--- config.mk ---
export PLATFORM = sky130hd
export DESIGN_NAME = ghash_tag_engine
export DESIGN_NICKNAME = d
export VERILOG_FILES = /design/src/rtl/ghash_tag_engine.sv
export SDC_FILE = /design/constraint.sdc
export NUM_CORES = 2
export LEC_CHECK = 0
export CORE_MARGIN = 2
export CORE_UTILIZATION = 58
export DETAILED_ROUTE_END_ITERATION = 12
export GPL_TIMING_DRIVEN = 0
export HOLD_SLACK_MARGIN = 0.1
export PLACE_DENSITY_LB_ADDON = 0.25
export SLEW_MARGIN = 0
export SYNTH_ARGS = -nofsm -noshare
export SYNTH_HDL_FRONTEND = slang
export SYNTH_SLANG_ARGS = --single-unit
--- constraint.sdc ---
create_clock -name clk -period 9.6 [get_ports clk]
set_input_delay 2.4 -clock clk [delete_from_list [all_inputs] [get_ports clk]]
set_output_delay 2.4 -clock clk [all_outputs]
set_load 0.005 [all_outputs]
--- src/rtl/ghash_tag_engine.sv ---
// GHASH accumulator and GCM tag generator.
// Blocks are folded into Y with a digit-serial GF(2^128) multiplier. The engine then appends the
// {aad_bits, data_bits} length block itself and emits tag = GHASH xor E_K(Y0).
module ghash_tag_engine #(
  parameter int unsigned DIGIT_W = 8,
  parameter int unsigned CNT_W   = 64
) (
  input  logic         clk,
  input  logic         rst,
  input  logic [127:0] h_key,
  input  logic         h_load,
  input  logic [127:0] ek_y0,
  input  logic         ek_load,
  input  logic         start,
  input  logic         blk_valid,
  output logic         blk_ready,
  input  logic [127:0] blk_data,
  input  logic [4:0]   blk_bytes,
  input  logic         blk_type,
  input  logic         blk_last,
  output logic [127:0] tag,
  output logic [127:0] ghash_out,
  output logic         tag_valid,
  input  logic         tag_ready,
  output logic         busy,
  output logic         err
);

  localparam int unsigned NCYC = 128 / DIGIT_W;
  localparam logic [127:0] R_POLY = {8'he1, 120'd0};

  localparam logic [2:0] S_IDLE  = 3'd0;
  localparam logic [2:0] S_ACCUM = 3'd1;
  localparam logic [2:0] S_MULT  = 3'd2;
  localparam logic [2:0] S_LEN   = 3'd3;
  localparam logic [2:0] S_DONE  = 3'd4;

  if (DIGIT_W != 1 && DIGIT_W != 2 && DIGIT_W != 4 && DIGIT_W != 8 && DIGIT_W != 16 &&
      DIGIT_W != 32 && DIGIT_W != 64 && DIGIT_W != 128) begin : g_bad_digit
    $fatal(1, "ghash_tag_engine: DIGIT_W must be a power of two from 1 to 128");
  end
  if (CNT_W < 1 || CNT_W > 64) begin : g_bad_cnt
    $fatal(1, "ghash_tag_engine: CNT_W must be 1..64");
  end

  logic [2:0]       state;
  logic [127:0]     y, h, ek, x, z, v;
  logic [CNT_W-1:0] aad_bits, data_bits;
  logic [7:0]       cnt;
  logic             len_phase, last_blk, seen_ct, aad_part, data_part;

  logic [127:0] z_nxt, v_nxt, mask, lens, ek_eff;
  logic [7:0]   pad_bits, blk_bits;
  logic         viol, mult_done;

  // Unrolled DIGIT_W steps of the bit-serial multiply, X consumed MSB first.
  always_comb begin
    z_nxt = z;
    v_nxt = v;
    for (int i = 0; i < DIGIT_W; i++) begin
      if (x[127-i]) z_nxt = z_nxt ^ v_nxt;
      v_nxt = (v_nxt >> 1) ^ ({128{v_nxt[0]}} & R_POLY);
    end
  end

  // Block masking, protocol checks and misc decode.
  always_comb begin
    blk_bits  = {blk_bytes, 3'b000};
    pad_bits  = 8'd128 - blk_bits;
    mask      = {128{1'b1}} << pad_bits;
    lens      = {64'(aad_bits), 64'(data_bits)};
    viol      = (!blk_type && seen_ct) || (blk_type ? data_part : aad_part) ||
                (blk_bytes == 5'd0 && !blk_last) || (blk_bytes > 5'd16);
    mult_done = (state == S_MULT) && (cnt == 8'(NCYC - 1));
    // A key arriving on the DONE-entry edge must already feed the tag.
    ek_eff    = ek_load ? ek_y0 : ek;
  end

  assign blk_ready = (state == S_ACCUM);
  assign tag_valid = (state == S_DONE);
  assign busy      = (state != S_IDLE);

  // Main state machine and datapath registers.
  always_ff @(posedge clk) begin
    if (rst) begin
      state     <= S_IDLE;
      y         <= '0;
      h         <= '0;
      ek        <= '0;
      x         <= '0;
      z         <= '0;
      v         <= '0;
      aad_bits  <= '0;
      data_bits <= '0;
      cnt       <= '0;
      len_phase <= 1'b0;
      last_blk  <= 1'b0;
      seen_ct   <= 1'b0;
      aad_part  <= 1'b0;
      data_part <= 1'b0;
      tag       <= '0;
      ghash_out <= '0;
      err       <= 1'b0;
    end else begin
      err <= 1'b0;
      if (h_load && (state == S_IDLE || state == S_DONE)) h <= h_key;
      if (ek_load && state != S_DONE) ek <= ek_y0;
      if (start) begin
        state     <= S_ACCUM;
        y         <= '0;
        aad_bits  <= '0;
        data_bits <= '0;
        len_phase <= 1'b0;
        last_blk  <= 1'b0;
        seen_ct   <= 1'b0;
        aad_part  <= 1'b0;
        data_part <= 1'b0;
      end else begin
        case (state)
          S_ACCUM: begin
            if (blk_valid) begin
              if (viol) begin
                err <= 1'b1;
              end else begin
                if (blk_type) begin
                  data_bits <= data_bits + CNT_W'(blk_bits);
                  data_part <= (blk_bytes < 5'd16);
                  seen_ct   <= 1'b1;
                end else begin
                  aad_bits <= aad_bits + CNT_W'(blk_bits);
                  aad_part <= (blk_bytes < 5'd16);
                end
                x         <= y ^ (blk_data & mask);
                z         <= '0;
                v         <= h;
                cnt       <= '0;
                last_blk  <= blk_last;
                len_phase <= 1'b0;
                // Empty final block skips straight to the length block.
                state     <= (blk_bytes == 5'd0) ? S_LEN : S_MULT;
              end
            end
          end
          S_MULT: begin
            z   <= z_nxt;
            v   <= v_nxt;
            x   <= x << DIGIT_W;
            cnt <= cnt + 8'd1;
            if (mult_done) begin
              y <= z_nxt;
              if (len_phase) begin
                state     <= S_DONE;
                ghash_out <= z_nxt;
                tag       <= z_nxt ^ ek_eff;
              end else begin
                state <= last_blk ? S_LEN : S_ACCUM;
              end
            end
          end
          S_LEN: begin
            x         <= y ^ lens;
            z         <= '0;
            v         <= h;
            cnt       <= '0;
            len_phase <= 1'b1;
            state     <= S_MULT;
          end
          S_DONE: begin
            if (tag_ready) state <= S_IDLE;
          end
          S_IDLE: ;
          default: state <= S_IDLE;
        endcase
      end
    end
  end

endmodule

# Yosys cells after proc, flatten, opt, wreduce, memory -nomap -nowiden
# Index checks and enable logic that the tools add are counted.
[op_classes]
n_bitwise = 26
n_lt_le_gt_ge = 2
shift = 1
n_addsub = 4
eq_ne = 15
mux = 35
reduce_logical = 27
[op_table]
columns = ["cell", "count"]
rows = [
  ["$mux 128", 15],
  ["$xor 128x128->128", 11],
  ["$pmux 128 s3", 3],
  ["$xor 127x128->128", 8],
  ["$add 64x8->64", 2],
  ["$and 128x128->128", 1],
  ["$shl 128x8->128 const A", 1],
  ["$pmux 8 s3", 1],
  ["$mux 8", 2],
  ["$reduce_and 4->1", 4],
  ["$mux 3", 5],
  ["$pmux 3 s5", 1],
  ["$ne 3x3->1 const B", 4],
  ["$reduce_and 5->1", 2],
  ["$add 8x1->8 const B", 1],
  ["$eq 8x4->1 const B", 1],
  ["$ne 2x2->1 const B", 4],
  ["$sub 8x8->8 const A", 1],
  ["$eq 3x2->1 const B", 2],
  ["$mux 1", 6],
  ["$not 1->1", 6],
  ["$reduce_and 3->1", 2],
  ["$reduce_bool 3->1", 2],
  ["$gt 5x5->1 const B", 1],
  ["other kinds (16)", 24],
]
[word_totals]
register_bits = 1169
word_cells = 129
output_inout_bits = 260

# Longest topological paths before layout
[logic_depth]
word_depth = 17
ltp_mapped = 15
ltp_nobuf = 13

# Least setup slack after synthesis
# OpenSTA, ideal clock, no wires.
[synth_timing]
path_kind = "input to register"
start = "input port blk_bytes[1]"
end = "register aad_bits[58]"
arrival_time_ns = 5.465
cell_stages = 12
t_required_ns = 9.530
setup_ns = 0.070
slack_ns = 4.065
path_buffers = 1
path_cell_list = "inv_1 ha_1 inv_1 or3_1 ha_1 or4b_4 or4_4 buf_6 nor4_4 nand3_1 or3_1 a21oi_1"
[synth_between]
elab_chain_len = 6
elab_cells_between_ends = 8
cone_classes = "1 x add/sub; 1 x order compare; 1 x bitwise; 5 x reduce/logical"
[synth_lines]
columns = ["element", "line_no", "source"]
rows = [
  ["from (decl)", "18", "input logic [4:0] blk_bytes,"],
  ["branches (longest 6 deep; another with $add 64x8->64)", "n/a", ""],
  ["to (signal assigned)", "130", "aad_bits <= aad_bits + CNT_W'(blk_bits);"],
  ["to (decl)", "48", "logic [CNT_W-1:0] aad_bits, data_bits;"],
]
# Several ways; the timed one is not identified.
# A chain may end at the register's enable or synchronous reset.

# Worst setup path in the final report
[layout_timing]
start = "input port blk_bytes[1]"
end = "register v[99]"
[layout_between]
elab_chain_len = 6
elab_cells_between_ends = 7
cone_classes = "1 x order compare; 1 x eq/ne; 5 x reduce/logical"
[layout_lines]
columns = ["element", "line_no", "source"]
rows = [
  ["branches (longest 3 deep; another with $gt 5x5->1)", "n/a", ""],
  ["$logic_or 1x1->1 (*)", "73", "(blk_bytes == 5'd0 && !blk_last) || (blk_bytes > 5'd16);"],
  ["$ne 2x2->1 (no line) (*)", "n/a", ""],
  ["$reduce_and 4->1 (no line) (*)", "n/a", ""],
  ["to (signal assigned)", "135", "v <= h;"],
  ["to (signal assigned)", "146", "v <= v_nxt;"],
  ["to (signal assigned)", "163", "v <= h;"],
  ["to (decl)", "47", "logic [127:0] y, h, ek, x, z, v;"],
]
# Every way passes the cells marked *.

==> impl_results.md <==
- Violated checks: max-capacitance violations, max-slew violations
- Syn Area/Cell: 7.74 um2
- Fin crit share: 0.708
- CTS Sinks: 1163
- Antenna violations before repair: 14
- Fin. max-slew vios: 12
- CP Class: primary input to flip-flop
- Gr ovfl total: 0
- DR iter-0 viols: 9606
- CTS clk-pin slew, worst paths: 60 ps
- MaxCap Viol Count: 4
- Post-synthesis sequential area ratio: 0.378
- Buffers from clock root to sink, at most: 3
- Status: complete, but fails checks
- First-pass GRT wire length: 358000 um
- Headroom to the max-slew limit: -0.0274
- Setup ws final: 2800 ps
- I/O Buffers: 654
- WP buf/inv: 6
- Most used flip-flop cell after synthesis: dfxtp_1
- DRC Markers: 0
- Maximum clock rate: 0.147 GHz
- PostCTS Resize Cnt: 0
- Critical path endpoint: v[99]$_SDFFE_PP0P_
- Final WL: 248000 um
- Die W: 330 um
- Post-Layout Inst Area: 74200 um2
- Hold Path Stages: 2
- Worst Path Max Fanout: 10
- Fin crit period: 6800 ps
- RR Endpoint: tag[93]$_SDFFE_PP0P_
- Worst setup path start: blk_bytes[1]
- Post-synthesis cell count: 7958
- WL/cell: 24.2 um
- HPWL after detailed placement: 183000 um
- Boundary Pins: 658
- Crit-path leading delay family: buffers and inverters
- Synthesized area: 61600 um2
- Hold Path Origin: ghash_out[16]$_SDFFE_PP0P_
- Root buf cell: clkbuf_16
- # fillers: 8523
- Total negative slack: 0 ps
- Reg2reg start: x[122]$_SDFFE_PP0P_
- Fraction of layout cells with a size suffix above 1: 0.0261
- Nets: 9151
- Largest net degree at the start of global routing: 18
- Slowest stage delay, CP: 990 ps
- Reg2reg path depth: 9
- Worst R2R Setup Slack: 4080 ps
- Synth warnings: 0
- Max IR drop VDD: 164 uV
- Die Ht: 330 um
- Cell Pwr Density: 148 nW/um2
- Post-CTS Hold Buffers: 0
- Routability congestion estimate: 1.03
- CTS tree: yes
- CP Depth: 15
- H-tree levels: 3
- Post-Route Utilization: 0.705
- RSZ-0062 raised after global routing: false
- Initial Utilization: 0.585
- Worst-Skew Late Latency: 760 ps
- Post-CTS setup repair buffer count: 0
- Vias: 62700
- Total Routing Usage GR: 0.435
- EDFF count, synth: 0
- Post-synth top area share: 0.378
- Yosys reg bits: 1163
- HP Class: flip-flop to flip-flop
- Commonest non-fill, non-tap cell in the layout: nand2_1
- Most frequent cells in the layout: nand2_1, dfxtp_1, xnor2_1
- Critical path's most frequent cell: inv_1
- Largest cells by area after synthesis: dfxtp_1, nand2_1, xnor2_1
- Setup Viol. Count Final: 0
- FFs w/ async S/R, synth: 0
- Cell count after placement: 10000
- CP startpoint kind: primary input
- Area of placed instances: 69900 um2
- Slew @ Worst Pin: 1540 ps
- Routed vias/inst: 6.12
- Final Instance Count excl. Fillers: 10200
- TritonCTS buffer count: 117
- Fin. Hold Viols: 0
- Critical-path cell list: clkdlybuf4s50_1 > inv_1 > ha_1 > inv_1 > or3_1 > inv_1 > ha_1 > nor2b_1 > nor4_1 > a31oi_1 > nor3_1 > clkbuf_1 > clkbuf_1 > nor2_1 > a311oi_1
- Core Rows: 119
- Clk_skew: 38.2 ps
- Vias in the first global route: 57600
- Core Region: 105000 um2
- Mapped Nets: 8375
- Synth cell types: 62
- Pleak: 23.9 nW
- Required @ worst endpoint: 10220 ps
- DP Worst Slack: 2390 ps
- Pwr Total: 11.0 mW
- Worst path arrival time: 7420 ps
- Min Hold Slack: 452 ps
- TritonRoute pass-1 iters: 10
- ANT nets after route: 0
- CP endpoint kind: flip-flop
- P&R area growth vs syn: 20.6%
- Cell taking the most area after synthesis: dfxtp_1
- Slowest-stage cell, CP: clkbuf_1
- Die ar.: 109000 um2
-- synthesized netlist by cell type, drive strengths merged (37+ instances only) --
master and count:
o21ai 135, xnor2 872, a222oi 63, nor2 502, mux2i 129, a311oi 121
nand3b 120, dfxtp 1163, buf 57, nor3 37, a22oi 298, o22ai 56
xor2 492, nand3 58, clkbuf 637, nand2 2331, a21oi 582
-- registers in the layout, indices dropped and copies added, names as in the netlist --
signal     count
len_phase      1
ek           128
cnt            8
aad_bits      61
v            128
seen_ct        1
tag          128
data_part      1
ghash_out    128
h            128
err            1
last_blk       1
y            128
data_bits     61
state          3
z            128
aad_part       1
x            128
-- cells by family (layout without fill, tap and decap cells) --
logic type      after synthesis  count (layout)  share of synthesized area
compound gates             1324            1324                      0.137
xor+xnor                   1383            1383                      0.201
other cells                   0              14                          0
simple gates               3218            3218                      0.214
fa+ha+maj                    19              19                    0.00411
mux                         129             129                     0.0210
flops                      1163            1163                      0.378
buf+inv                     722            1599                     0.0443
-- worst min-delay path by stage --
stage                                      end  slack, ps
detailed placement  ghash_out[16]$_SDFFE_PP0P_        440
floorplan               data_part$_SDFFE_PP0P_        430
finish              ghash_out[16]$_SDFFE_PP0P_        450
global route                h[58]$_SDFFE_PP0P_        470
CTS                 ghash_out[16]$_SDFFE_PP0P_        450
global placement    ghash_out[11]$_SDFFE_PP0P_        440
-- metal layers --
layer,global-route usage,routed length (um),up-vias
li1,-,-,27800
met1,0.576,93800,29700
met2,0.656,105000,4312
met3,0.104,33100,784
met4,0.231,15200,8
met5,0,86,-
-- power by group --
part           switching (mW)  internal (mW)
registers              0.0467           4.91
logic                   0.581          0.337
clock network            2.11           2.98
-- tightest hold or removal path: stages (launching register included) --
cell and delay, ps:
dfxtp_1 310, nand2_1 50, a21oi_1 50
-- cell type report --
class	count	area, um2	share of cell area
clock inverters	53	867	0.0117
clock buffers	167	3420	0.0460
plain buffers	694	2640	0.0355
repair buffers	657	6590	0.0887
flip-flops and latches	1163	23300	0.314
diodes	14	35.0	0.000472
well taps	1391	1740	0.0234
inverters	28	105	0.00142
multi-input cells	6073	35600	0.479
Note: power is estimated with default switching activity, not from simulation.
